File: config.mk
export PLATFORM = sky130hd
export DESIGN_NAME = dict_load_ctrl
export DESIGN_NICKNAME = d
export VERILOG_FILES = /design/src/rtl/dict_load_ctrl.sv
export SDC_FILE = /design/constraint.sdc
export NUM_CORES = 1
export LEC_CHECK = 0
export CAP_MARGIN = 20
export CORE_AREA = 2 2 77 98
export DETAILED_ROUTE_END_ITERATION = 8
export DIE_AREA = 0 0 79 100
export PLACE_DENSITY_LB_ADDON = 0.05
export SLEW_MARGIN = 10
export SYNTH_ARGS = -nofsm -noshare
export SYNTH_HDL_FRONTEND = slang
export SYNTH_SLANG_ARGS = --single-unit
File: constraint.sdc
create_clock -name clk -period 1.8 [get_ports clk]
set_input_delay 0.18 -clock clk [delete_from_list [all_inputs] [get_ports clk]]
set_output_delay 0.18 -clock clk [all_outputs]
set_load 0.005 [all_outputs]
File: src/rtl/dict_load_ctrl.sv
// Dictionary field load sequencer: collects N entries, replays them as one gap-free write burst,
// and optionally reads them back (enable with DICT_LOAD_VERIFY_EN).
module dict_load_ctrl #(
    parameter int unsigned KEY_WIDTH = 3,
    parameter int unsigned VAL_WIDTH = 7
) (
    input  logic                 clk,
    input  logic                 reset,
    input  logic                 start,
    input  logic                 in_valid,
    output logic                 in_ready,
    input  logic [VAL_WIDTH-1:0] in_data,
    output logic                 dict_write_enable,
    output logic [VAL_WIDTH-1:0] dict_write_val,
    output logic [KEY_WIDTH-1:0] dict_key_lookup,
    input  logic [VAL_WIDTH-1:0] dict_val_in,
    output logic                 busy,
    output logic                 done,
    output logic                 load_error
);

    localparam int unsigned N  = 1 << KEY_WIDTH;
    localparam int unsigned IW = KEY_WIDTH + 1;

    typedef enum logic [2:0] {
        S_IDLE    = 3'd0,
        S_COLLECT = 3'd1,
        S_BURST   = 3'd2,
`ifdef DICT_LOAD_VERIFY_EN
        S_VERIFY  = 3'd3,
`endif
        S_DONE    = 3'd4
    } state_t;

    state_t               state_q, state_nxt;
    logic [IW-1:0]        idx_q, idx_nxt;
    logic [VAL_WIDTH-1:0] entry_buf [N];
    logic                 buf_we;
    logic                 in_ready_nxt;
    logic                 busy_nxt;
    logic                 done_nxt;
    logic                 we_nxt;
    logic [VAL_WIDTH-1:0] wval_nxt;
    logic                 last_idx;

    assign last_idx = (idx_q == IW'(N - 1));

`ifdef DICT_LOAD_VERIFY_EN
    logic                 load_err_nxt;
    logic [KEY_WIDTH-1:0] key_nxt;
`endif

    // Next-state, counter and registered-output decode
    always_comb begin
        state_nxt = state_q;
        idx_nxt   = idx_q;
        buf_we    = 1'b0;
`ifdef DICT_LOAD_VERIFY_EN
        load_err_nxt = load_error;
`endif
        case (state_q)
            S_IDLE: begin
                if (start) begin
                    state_nxt = S_COLLECT;
                    idx_nxt   = '0;
                end
            end
            S_COLLECT: begin
                if (in_valid && in_ready) begin
                    buf_we = 1'b1;
                    if (last_idx) begin
                        state_nxt = S_BURST;
                        idx_nxt   = '0;
                    end else begin
                        idx_nxt = idx_q + IW'(1);
                    end
                end
            end
            S_BURST: begin
                if (last_idx) begin
`ifdef DICT_LOAD_VERIFY_EN
                    state_nxt = S_VERIFY;
`else
                    state_nxt = S_DONE;
`endif
                    idx_nxt = '0;
                end else begin
                    idx_nxt = idx_q + IW'(1);
                end
            end
`ifdef DICT_LOAD_VERIFY_EN
            S_VERIFY: begin
                if (dict_val_in != entry_buf[idx_q[KEY_WIDTH-1:0]]) begin
                    load_err_nxt = 1'b1;
                end
                if (last_idx) begin
                    state_nxt = S_DONE;
                    idx_nxt   = '0;
                end else begin
                    idx_nxt = idx_q + IW'(1);
                end
            end
`endif
            S_DONE: begin
                if (start) begin
                    state_nxt = S_COLLECT;
                    idx_nxt   = '0;
`ifdef DICT_LOAD_VERIFY_EN
                    load_err_nxt = 1'b0;
`endif
                end
            end
            default: begin
                state_nxt = S_IDLE;
                idx_nxt   = '0;
            end
        endcase

        in_ready_nxt = (state_nxt == S_COLLECT);
        done_nxt     = (state_nxt == S_DONE);
        we_nxt       = (state_nxt == S_BURST);
        busy_nxt     = (state_nxt == S_COLLECT) || (state_nxt == S_BURST);
`ifdef DICT_LOAD_VERIFY_EN
        busy_nxt     = busy_nxt || (state_nxt == S_VERIFY);
        key_nxt      = (state_nxt == S_VERIFY) ? idx_nxt[KEY_WIDTH-1:0] : '0;
`endif
        wval_nxt     = we_nxt ? entry_buf[idx_nxt[KEY_WIDTH-1:0]] : '0;
    end

    always_ff @(posedge clk) begin
        if (reset) begin
            state_q           <= S_IDLE;
            idx_q             <= '0;
            in_ready          <= 1'b0;
            busy              <= 1'b0;
            done              <= 1'b0;
            dict_write_enable <= 1'b0;
            dict_write_val    <= '0;
        end else begin
            state_q           <= state_nxt;
            idx_q             <= idx_nxt;
            in_ready          <= in_ready_nxt;
            busy              <= busy_nxt;
            done              <= done_nxt;
            dict_write_enable <= we_nxt;
            dict_write_val    <= wval_nxt;
        end
    end

    // Entry storage needs no reset: it is always rewritten before being replayed
    always_ff @(posedge clk) begin
        if (buf_we) begin
            entry_buf[idx_q[KEY_WIDTH-1:0]] <= in_data;
        end
    end

`ifdef DICT_LOAD_VERIFY_EN
    always_ff @(posedge clk) begin
        if (reset) begin
            load_error      <= 1'b0;
            dict_key_lookup <= '0;
        end else begin
            load_error      <= load_err_nxt;
            dict_key_lookup <= key_nxt;
        end
    end
`else
    logic unused_val_in;
    assign unused_val_in   = ^dict_val_in;
    assign load_error      = 1'b0;
    assign dict_key_lookup = '0;
`endif

endmodule

* Word-level counts from Yosys, hierarchy flattened
Memories as Yosys holds them, arrays and structs flattened. A register that Yosys moved wholly into a read port is not among the register bits.
Cells that the tools add are included.
W data, S select, Z words.
** Operators by class
- Add/sub/neg operators :: 1
- Multiply operators :: 0
- Divide/modulo/power cells :: 0
- Magnitude comparators :: 0
- Equal/unequal tests :: 9
- Shift-type cells :: 0
- Multiplexer cells :: 13
- Bitwise logic cells :: 1
- Reduce and logical (&&, ||, !) cells :: 6
** Operator list (number)
- $mux W3 :: 4
- $mux W4 :: 3
- $pmux W4 S3 :: 1
- $pmux W3 S3 :: 1
- $eq A3 B1 Y1 const B :: 2
- $eq A3 B2 Y1 const B :: 2
- $eq A3 B3 Y1 const B :: 2
- $add A4 B1 Y4 const B :: 1
- $eq A4 B3 Y1 const B :: 1
- $mux W1 :: 4
- $reduce_or A2 Y1 :: 2
- $logic_not A3 Y1 :: 1
- $ne A2 B1 Y1 const B :: 1
- $ne A2 B2 Y1 const B :: 1
- $reduce_and A2 Y1 :: 1
- $logic_and A1 B1 Y1 :: 1
- $logic_or A1 B1 Y1 :: 1
- $not A1 Y1 :: 1
** Storage, ports and cells
- Register bits after elaboration :: 11
- Bits in latches :: 0
- Memory bits (writable) :: 56
- Memory bits (read-only) :: 0
- Output and inout port bits :: 15
- Logic and storage cells :: 38
- Memories :: 1
** Memories
- entry_buf :: depth 8, width 7, read ports 1, clocked after Yosys merged registers in 1, write ports 1, line 37 : logic [VAL_WIDTH-1:0] entry_buf [N];

* Longest topological paths before layout
- Word-level depth :: 7
- Depth in mapped cells :: 9
- Depth with buffers taken out :: 7

* Least setup slack after synthesis
Ideal clock, no wire load.
- Path type :: flip-flop to flip-flop
- Start point :: reg idx_q[0]
- End point :: reg dict_write_val[0] (read register of entry_buf)
- Setup time :: 0.061 ns
- Arrival :: 1.909 ns
- Required time :: 1.739 ns
- Slack :: -0.170 ns
- Cell stages (with the launch flop) :: 9
- Buffers on the path :: 1
- Period minus slack after synthesis :: 1.970 ns
- Cells stage by stage :: dfxtp_1 ha_1 nand2_1 nor2_1 mux2_2 nor3_1 and2_1 clkbuf_1 a32o_1
** Between the ends
- Word-level cells in the longest chain between the ends :: 7
- Elaborated cells on any way between the ends :: 13
** Ends and longest elaborated chain
- start, declared :: line 36 : logic [IW-1:0] idx_q, idx_nxt;
- start signal, assigned :: line 141 : idx_q <= idx_nxt;
- $eq A4 B3 Y1 :: line 46 : assign last_idx = (idx_q == IW'(N - 1));
- $mux W3 :: line 71 : if (last_idx) begin
- $mux W3 :: line 69 : if (in_valid && in_ready) begin
- $pmux W3 S3 :: line 61 : case (state_q)
- $eq A3 B2 Y1 :: line 121 : we_nxt = (state_nxt == S_BURST);
- $not A1 Y1 (no source line)
- $reduce_or A2 Y1 (no source line)
- end, declared :: line 14 : output logic [VAL_WIDTH-1:0] dict_write_val,
Several ways; a longest one is shown, not always the timed one. The select of a mux whose other input is x is not followed.
A chain may end at the register's enable or synchronous reset.

* Final worst setup path
- Start point :: reg state_q[0]
- End point :: reg dict_write_val[6] (read register of entry_buf)
** Between the ends
- Word-level cells in the longest chain between the ends :: 6
- Elaborated cells on any way between the ends :: 14
** Ends and longest elaborated chain
- start, declared :: line 35 : state_t state_q, state_nxt;
- start signal, assigned :: line 140 : state_q <= state_nxt;
- $eq A3 B3 Y1 (tied with other cells) :: line 61
- $reduce_or A2 Y1 (no source line) / $mux W3 (equally long branches)
- $pmux W3 S3 :: line 61
- $eq A3 B2 Y1 :: line 121
- $not A1 Y1 (no source line)
- $reduce_or A2 Y1 (no source line)
Several ways; a longest one is shown, not always the timed one.

==> impl_metrics.env <==
export IMPL_status="finished with violations"
export IMPL_fill_cells=576
export IMPL_clock_sinks=74
export IMPL_path_class="reg2reg"
export IMPL_track_usage=0.203
export IMPL_post_dp_cell_area_mm2=0.00366
export IMPL_path_max_fanout=6
export IMPL_period_share=1.05
export IMPL_grt_pass1_wl_um=11600
export IMPL_tritoncts="done"
export IMPL_whs_path_depth=4
export IMPL_crit_path_end_kind="register"
export IMPL_num_antenna_cells=0
export IMPL_overflow=0
export IMPL_antenna_found_initial=0
export IMPL_synth_top_area_frac=0.548
export IMPL_synth_seq_area_share=0.665
export IMPL_synth_edf_count=56
export IMPL_dr_first_iter_drc_count=144
export IMPL_drive_gt1_frac=0.340
export IMPL_cts_hold_buf=0
export IMPL_die_y_um=100
export IMPL_initial_core_util=0.433
export IMPL_syn_avg_cell_area_um2=14.0
export IMPL_yosys_top_cells_count="edfxtp_1, mux2i_1, dfxtp_1"
export IMPL_insertion_delay_ns=0.35
export IMPL_port_buffers=21
export IMPL_synth_area_leaders="edfxtp_1, dfxtp_1, mux2i_1"
export IMPL_die_w_um=79
export IMPL_core_area_mm2=0.00709
export IMPL_fin_crit_ns=1.89
export IMPL_via_count=2105
export IMPL_die_area_mm2=0.00790
export IMPL_holdWs_ns=0.507
export IMPL_yosys_warnings=0
export IMPL_grt_pass1_vias=2180
export IMPL_drt_first_pass_iters=4
export IMPL_pwr_density_cell_mw_per_mm2=812
export IMPL_rsz0062_at_grt="yes"
export IMPL_ys_seq_elements=74
export IMPL_cp_arrival_ns=2.13
export IMPL_final_setup_viol_count=7
export IMPL_vias_per_cell=5.41
export IMPL_async_reset_ff_frac=0
export IMPL_holdCritPathClass="in2reg"
export IMPL_synthToLayoutAreaGrowth_pct=35.6
export IMPL_clockBufferDepth=2
export IMPL_ant_nets=0
export IMPL_drc=0
export IMPL_nets=311
export IMPL_timing_fmax_mhz=528
export IMPL_maxSlewViolCount=0
export IMPL_ys_flop_type="edfxtp_1"
export IMPL_clock_root_buffer="clkbuf_8"
export IMPL_synth_cells=220
export IMPL_worstPathRequired_ns=2.03
export IMPL_setup_ws_ns=-0.0943
export IMPL_gp_congestion=0.826
export IMPL_leakage_nw=1.64
export IMPL_r2r_cells=5
export IMPL_grt_max_degree=22
export IMPL_syn_area_mm2=0.00307
export IMPL_routed_wl_um=7470
export IMPL_hold_violations=0
export IMPL_start_kind="register"
export IMPL_vdd_drop_max_mv=0.526
export IMPL_clk_pin_slew_ns=0.08
export IMPL_row_count=35
export IMPL_cap_violations=0
export IMPL_htree_levels=3
export IMPL_finClkSkew_ns=0.00796
export IMPL_wl_per_cell_um=19.2
export IMPL_io_pins=33
export IMPL_fin_tns_setup_ns=-0.594
export IMPL_cts_made_buffers=9
export IMPL_synth_most_common_cell="edfxtp_1"
export IMPL_violations="negative setup slack"
export IMPL_synth_top_area_cell="edfxtp_1"
export IMPL_fin_area_mm2=0.00416
export IMPL_synth_cell_types=37
export IMPL_dp_hpwl_um=4560
## worst max-delay path: stages, from the launching register on
cell	delay, ns
dfxtp_4	0.37
nand2b_1	0.17
a21o_4	0.25
o32a_4	0.44
a211o_1	0.31
a32o_1	0.24
## cell type report
cell class	instances	area (µm²)	area share
inverter	1	3.75	0.000902
timing repair buffer	76	703	0.169
multi-input combinational	130	1080	0.259
sequential	74	2050	0.493
tap	92	115	0.0277
clock buffer	11	151	0.0364
clock inverter	5	60.1	0.0144
## placed cells by master (no fill, tap or decap), drive strengths merged, types with 3 or more instances in the layout
| cell type | Yosys | layout |
|---|---|---|
| clkbuf | 7 | 11 |
| and2 | 8 | 8 |
| inv | 1 | 3 |
| dfxtp | 18 | 18 |
| a31oi | 3 | 3 |
| nor3b | 3 | 3 |
| nand3 | 14 | 14 |
| buf | 13 | 54 |
| a32o | 7 | 7 |
| a21oi | 4 | 4 |
| and3 | 7 | 7 |
| nor2 | 8 | 8 |
| clkdlybuf4s50 | 0 | 20 |
| a211o | 7 | 7 |
| o32a | 1 | 3 |
| edfxtp | 56 | 56 |
| mux2i | 22 | 22 |
| nor3 | 9 | 9 |
| conb | 1 | 4 |
| nand2 | 10 | 10 |
## registers in the layout, indices dropped and copies added, names as in the netlist
name	flops
in_ready	1
dict_write_val	7
entry_buf	56
busy	1
idx_q	4
dict_write_enable	1
done	1
state_q	3
## stage by stage
step / util / worst slack (ns) / power, mW / cells
final: 0.587 / -0.0943 / 3.38 / 389
after global routing: 0.587 / -0.162 / 3.50 / 389
after CTS: 0.577 / -0.101 / 3.39 / 386
after detailed placement: 0.516 / -0.428 / 2.04 / 359
after global placement: 0.516 / -0.405 / 2.03 / 359
after floorplan: - / -0.152 / 1.97 / 223
## metal layers
| layer | vias up | part of all wire | GRT usage |
|---|---|---|---|
| met5 | - | 0 | 0 |
| met4 | 0 | 0.025 | 0.103 |
| met3 | 18 | 0.031 | 0.0324 |
| met2 | 50 | 0.53 | 0.346 |
| met1 | 1052 | 0.41 | 0.250 |
| li1 | 985 | - | - |
## worst paths after layout
check	endpoint	slack, ns	start
min	state_q[0]	0.51	in_valid
min reg2reg	idx_q[3]	0.55	idx_q[3]
max reg2reg	dict_write_val[6]	-0.09	state_q[0]
max	dict_write_val[6]	-0.09	state_q[0]
## cells by family (layout without fill, tap and decap cells)
logic type | Yosys count | in the layout | share of synthesized area
compound gates | 30 | 32 | 0.0848
fa+ha+maj | 1 | 1 | 0.00407
buf+inv | 21 | 93 | 0.0412
flops | 74 | 74 | 0.665
mux | 23 | 23 | 0.0754
other cells | 1 | 4 | 0.00122
simple gates | 70 | 70 | 0.128
## where the power goes
| part | total, mW | internal [mW] | switching [mW] |
|---|---|---|---|
| Clock | 1.35 | 0.724 | 0.621 |
| Combinational | 0.190 | 0.0950 | 0.0946 |
| Sequential | 1.85 | 1.84 | 0.00757 |
| Total | 3.38 | 2.66 | 0.724 |
## what timing repair did
| action | 4_1_cts | 5_1_grt |
|---|---|---|
| setup buffers | 7 | 3 |
| pin swaps | 6 | 3 |
| cloned | 4 | 0 |
| endpoints found under the setup margin | 14 | 8 |
| gates resized for setup | 22 | 10 |
Note: power is estimated with default switching activity, not from simulation.
